**src/rtl/jet_frame_loader.sv**
```systemverilog
// Collects a feature frame from a valid/ready stream into a shadow buffer, then launches it
// to the inference network as one registered vector, with completion and timeout tracking.
module jet_frame_loader #(
  parameter int WIDTH      = 16,
  parameter int NFRAC      = 10,
  parameter int INPUT_SIZE = 16,
  parameter int TIMEOUT    = 4096
) (
  input  logic                    clk,
  input  logic                    reset,
  input  logic                    s_valid,
  output logic                    s_ready,
  input  logic signed [WIDTH-1:0] s_data,
  input  logic                    s_last,
  output logic                    input_ready,
  output logic signed [WIDTH-1:0] input_data [INPUT_SIZE-1:0],
  input  logic                    output_ready,
  output logic                    frame_err,
  output logic                    timeout,
  output logic [15:0]             frames_sent
);

  localparam int IW = $clog2(INPUT_SIZE);
  localparam int CW = $clog2(TIMEOUT) + 1;

  // Fixed-point format is passed through untouched; only reject formats that cannot exist.
  if (INPUT_SIZE < 2 || NFRAC < 0 || NFRAC >= WIDTH) begin : g_param_check
    $error("jet_frame_loader: invalid parameter set");
  end

  typedef enum logic [1:0] {FILL, DROP, FULL} state_e;

  state_e                  state_q;
  logic [IW-1:0]           idx_q;
  logic signed [WIDTH-1:0] shadow_q [INPUT_SIZE-1:0];
  logic                    busy_q;
  logic                    outPrev_q;
  logic [CW-1:0]           busyCnt_q;

  logic beatAccept;
  logic lastIdx;
  logic netRise;
  logic launchNow;

  assign s_ready    = (state_q != FULL);
  assign beatAccept = s_valid && s_ready;
  assign lastIdx    = (idx_q == IW'(INPUT_SIZE - 1));
  assign netRise    = output_ready && !outPrev_q;
  // Uses the registered busy flag, so a completion and a launch never share one edge.
  assign launchNow  = (state_q == FULL) && !busy_q;

  always_ff @(posedge clk) begin
    if (reset) begin
      state_q     <= FILL;
      idx_q       <= '0;
      busy_q      <= 1'b0;
      outPrev_q   <= 1'b0;
      busyCnt_q   <= '0;
      input_ready <= 1'b0;
      frame_err   <= 1'b0;
      timeout     <= 1'b0;
      frames_sent <= '0;
      for (int i = 0; i < INPUT_SIZE; i++) begin
        shadow_q[i]   <= '0;
        input_data[i] <= '0;
      end
    end else begin
      input_ready <= 1'b0;
      frame_err   <= 1'b0;
      timeout     <= 1'b0;
      outPrev_q   <= output_ready;

      case (state_q)
        FILL: begin
          if (beatAccept) begin
            shadow_q[idx_q] <= s_data;
            if (lastIdx) begin
              idx_q   <= '0;
              state_q <= s_last ? FULL : DROP;
            end else if (s_last) begin
              // Short frame: pad the unused tail with zeros before handing it on.
              for (int j = 0; j < INPUT_SIZE; j++) begin
                if (j > int'(idx_q)) shadow_q[j] <= '0;
              end
              frame_err <= 1'b1;
              idx_q     <= '0;
              state_q   <= FULL;
            end else begin
              idx_q <= idx_q + IW'(1);
            end
          end
        end
        DROP: begin
          if (beatAccept && s_last) begin
            frame_err <= 1'b1;
            state_q   <= FULL;
          end
        end
        FULL: begin
          if (launchNow) begin
            input_data  <= shadow_q;
            input_ready <= 1'b1;
            frames_sent <= frames_sent + 16'd1;
            state_q     <= FILL;
          end
        end
        default: state_q <= FILL;
      endcase

      // Network tracking: launch marks busy, a completion rise or the watchdog frees it.
      if (launchNow) begin
        busy_q    <= 1'b1;
        busyCnt_q <= '0;
      end else if (busy_q) begin
        if (netRise) begin
          busy_q    <= 1'b0;
          busyCnt_q <= '0;
        end else if (busyCnt_q == CW'(TIMEOUT - 1)) begin
          busy_q    <= 1'b0;
          busyCnt_q <= '0;
          timeout   <= 1'b1;
        end else begin
          busyCnt_q <= busyCnt_q + CW'(1);
        end
      end
    end
  end

endmodule

```
**config.mk**
```make
export PLATFORM = sky130hd
export DESIGN_NAME = jet_frame_loader
export DESIGN_NICKNAME = d
export VERILOG_FILES = /design/src/rtl/jet_frame_loader.sv
export SDC_FILE = /design/constraint.sdc
export NUM_CORES = 1
export LEC_CHECK = 0
export BUFFER_PORTS_ARGS = -buffer_cell sky130_fd_sc_hd__buf_2
export CAP_MARGIN = 20
export CORE_UTILIZATION = 30
export CTS_CLUSTER_DIAMETER = 80
export DETAILED_ROUTE_END_ITERATION = 12
export GPL_ROUTABILITY_DRIVEN = 0
export RECOVER_POWER = 50
export SLEW_MARGIN = 20
export SYNTH_ARGS = -nofsm -noshare
export SYNTH_HDL_FRONTEND = slang
export SYNTH_SLANG_ARGS = --single-unit
export TNS_END_PERCENT = 5
```
**constraint.sdc**
```tcl
create_clock -name clk -period 5.9 [get_ports clk]
set_input_delay 0.59 -clock clk [delete_from_list [all_inputs] [get_ports clk]]
set_output_delay 0.59 -clock clk [all_outputs]
set_load 0.05 [all_outputs]
```
=== Word-level counts from Yosys, hierarchy flattened ===
Cells that the tools add are included.
W data, S select, Z words.

* Register bits: 552
* Input bits: 21
* Output and inout port bits: 276
* Word-level logic and storage cells: 128

* Add/subtract/negate cells: 3
* Order comparisons: 17
* Equal/unequal tests: 9
* Muxes and demuxes: 42
* Bitwise gates (word level): 2
* Reductions and logical operators: 14

{| class="wikitable"
|+ Operators by type and width
! kind !! number
|-
| $mux W240 || 2
|-
| $bwmux W256 || 1
|-
| $mux W16 || 16
|-
| $demux W16 S4 || 1
|-
| $gt A4 B4 Y1 const A || 8
|-
| $mux W13 || 2
|-
| $add A16 B1 Y16 const B || 1
|-
| $gt A3 B4 Y1 const A || 4
|-
| $add A13 B1 Y13 const B || 1
|-
| $eq A13 B12 Y1 const B || 1
|-
| $mux W2 || 6
|-
| $mux W1 || 10
|-
| $gt A2 B4 Y1 const A || 2
|-
| $mux W4 || 2
|-
| $ne A2 B2 Y1 const B || 4
|-
| $pmux W2 S3 || 1
|-
| $logic_and A1 B1 Y1 || 5
|-
| $lt A4 B5 Y1 const B || 1
|-
| $add A4 B1 Y4 const B || 1
|-
| $eq A4 B4 Y1 const B || 1
|-
| $ge A4 B1 Y1 const B || 1
|-
| $gt A1 B4 Y1 const A || 1
|-
| $reduce_and A2 Y1 || 2
|-
| $reduce_and A4 Y1 || 1
|-
| 9 further kinds || 12
|}

=== Depth between registers and ports, before layout ===
* Depth in word-level cells: 8
* Mapped depth: 9
* Depth with buffers taken out: 6

=== Least setup slack after synthesis ===
OpenSTA, ideal clock, no wires.

* Path type: input port to flip-flop
* From: input port s_last
* To: register shadow_q[85] (netlist bit)
* Library setup time: 0.120 ns
* Arrival: 1.973 ns
* Required time: 5.780 ns
* Slack: 3.807 ns
* Stages on the path: 9
* Path buffers: 5
* Path through: buf_2 > and4bb_2 > buf_2 > a21o_1 > buf_2 > and2_1 > clkbuf_1 > buf_2 > a21oi_1

* Cells in the longest elaborated chain, start to end: 2

{| class="wikitable"
|+ RTL lines
! what !! RTL line !! text
|-
| start: declaration || 14 || <nowiki>input logic s_last,</nowiki>
|-
| $mux W240 || 80 || <nowiki>end else if (s_last) begin</nowiki>
|-
| $mux W240 || 77 || <nowiki>if (lastIdx) begin</nowiki>
|-
| end signal: indexed assignment || 76 || <nowiki>shadow_q[idx_q] <= s_data;</nowiki>
|-
| end: declaration || 35 || <nowiki>logic signed [WIDTH-1:0] shadow_q [INPUT_SIZE-1:0];</nowiki>
|}

Every way passes these cells.
A chain may end at the register's enable or synchronous reset.

=== Worst setup path after layout ===
* From: input port reset
* To: register busyCnt_q[1]

* Cells in the longest elaborated chain, start to end: 1

{| class="wikitable"
|+ RTL lines
! what !! RTL line !! text
|-
| start: declaration || 10 || <nowiki>input logic reset,</nowiki>
|-
| $reduce_or A2 Y1 (no source line) || n/a ||
|-
| end signal: assignment || 123 || <nowiki>busyCnt_q <= busyCnt_q + CW'(1);</nowiki>
|-
| end: declaration || 38 || <nowiki>logic [CW-1:0] busyCnt_q;</nowiki>
|}

Every way passes these cells.

==> reports/metrics.yaml <==
status: "finished, violations left"
violations: "max-capacitance violations, max-slew violations"
power_density_mw_per_mm2: 338
cts_tree: "built"
power_switching_share: 0.235
slew_violations: 66
yosysWarnings: 0
hold_class: "input pin to flop"
rows: 93
die_x_um: 259
end_kind: "flop"
path_clk_slew_ps: 60
tightestPinTransition_ps: 3050
yosysTopAreaCellShare: 0.557
synth_cell_types: 49
ys_async_sr_fraction: 0
viasPerCell: 4.76
rsz0062_at_grt: "no"
io_buffer_count: 296
comb_power_share: 0.037
dr.first_iter.drc_count: 1310
ctsLongestPathBuffers: 3
synthFlopType: "dfxtp_1"
layout_commonest_cell: "nand2_1"
clock-root-buffer: "clkbuf_16"
synth_area_leaders: "dfxtp_1 (56%), nand2_1 (19%), a21oi_1 (13%)"
final_hold_viol_count: 0
fin_nets: 2716
fin_cells: 3590
slew_headroom: -1.03
setup_viol: 0
vdd_drop_max_mv: 0.200
firstDrtPassIters: 5
synth_area_mm2: 0.0198
drv_cap: 1
period_minus_slack_ps: 4060
initial_utilization: 0.305
numCtsBuffers: 60
grt_usage: 0.182
drc: 0
holdBufCountCts: 0
clkLatencyLatePin_ps: 630
clockPowerShare: 0.488
routed_wl_mm: 63.0
overflow: 0
critical_path_required_ps: 6380
dp_hpwl_mm: 38.0
core_mm2: 0.0649
placed_cells: 3480
crit_type: "input pin to flop"
die_h_um: 259
cts_setup_buffers: 0
multiInputGateArea_mm2: 0.00794
vias: 17083
antenna_found_initial: 2
fmax_mhz: 246
drive_gt1_frac: 0.0512
grt_max_degree: 135
grt_first_pass_wirelength_mm: 94.6
syn_nets: 2555
startpoint_type: "input pin"
worst-path-max-fanout: 93
cts-resized-gates: 0
synthToLayoutAreaGrowth_pct: 17.8
clock_skew_ps: 31.8
io_pins: 297
p_sw_uw: 1860
final.setup.tns_ps: 0
finalCritPeriodShare: 0.688
ant_nets: 0
mostFrequentLayoutCells: "nand2_1 (1,011), dfxtp_1 (552), a21oi_1 (510)"
power.leakage_uw: 0.00751
antenna_cells: 0
fin_util: 0.360
grt_pass1_vias: 15750
synth_top_area_cell: "dfxtp_1"
fill_cells: 6911
clock_sinks: 552
p_seq_frac: 0.475
synth_cells: 2526
hold_slack_ps: 224
route.detailed.wl_per_inst_um: 17.5
ys_seq_area_frac: 0.557
synth_edf_count: 0
die-area_mm2: 0.0671
internal_power_uw: 6040
yosys_register_bits: 552
worstPathArrival_ps: 4540
cts-htree-levels: 2
syn_avg_cell_area_um2: 7.85
regArea_mm2: 0.0111
[power by group through the flow]
stage	sequential, µW	clock (µW)	combinational, µW
finish	3750	3860	288
global route	3750	4110	310
CTS	3750	3950	294
detailed placement	3830	0	294
global placement	3830	0	293
floorplan	3840	0	173
[cell families (layout without fill, tap and decap cells)]
family	after synthesis	after routing	synth area share
xor+xnor	9	9	0.00398
compound gates	557	557	0.145
fa+ha+maj	8	8	0.00505
simple gates	1167	1167	0.236
buf+inv	215	424	0.0427
flops	552	552	0.557
mux	18	18	0.00921
[critical path, stage by stage]
cell      delay, ps
clkbuf_1       2120
buf_4          1040
nand2b_1        560
nor2_1          110
[stage by stage]
| step | instance area [µm²] | power, µW | worst slack (ps) |
|---|---|---|---|
| 6_report | 23300 | 7900 | 1840 |
| 3_3_place_gp | 21700 | 4130 | 3180 |
| 5_1_grt | 23300 | 8170 | 1540 |
| 4_1_cts | 23700 | 7990 | 3220 |
| 2_1_floorplan | 19800 | 4010 | 3810 |
| 3_5_place_dp | 21700 | 4130 | 3140 |
[registers in the layout, summed over array words and instances, names as in the netlist]
signal and cells:
busyCnt_q 13, busy_q 1, frame_err 1, frames_sent 16
idx_q 4, input_data 256, input_ready 1, outPrev_q 1
shadow_q 256, state_q 2, timeout 1
[layer usage]
layer	GRT usage	vias up	wire [µm]
li1	-	8540	-
met1	0.253	8092	29900
met2	0.291	366	28800
met3	0.0300	83	2960
met4	0.0452	2	1270
met5	0	-	9
[cell type report]
type                    count  share of cell area
well taps                 855              0.0458
multi-input cells        1759               0.340
flip-flops and latches    552               0.473
repair buffers            306              0.0524
inverters                   8             0.00129
clock inverters            23              0.0118
clock buffers              87              0.0756
[cells in the mapped netlist (6+ instances only)]
cell type / n
nor2_1: 42
nand4_1: 10
nand2_1: 1011
inv_1: 7
or3_1: 6
buf_2: 26
mux2i_1: 16
a31oi_1: 7
nand3_1: 27
a21o_1: 13
and3_1: 19
ha_1: 8
xnor2_1: 6
o21ai_0: 12
a21oi_1: 510
nor4_1: 8
nor2b_1: 7
dfxtp_1: 552
clkbuf_1: 175
[worst paths after layout]
| path | startpoint | to | slack, ps | cells after the start |
|---|---|---|---|---|
| min reg2reg | shadow_q[168] | input_data[168] | 450 | 2 |
| max | reset | busyCnt_q[1] | 1840 | 4 |
| min | output_ready | outPrev_q | 220 | 2 |
| max reg2reg | busy_q | frames_sent[9] | 3290 | 5 |
Power figures use the tool's default switching activity.
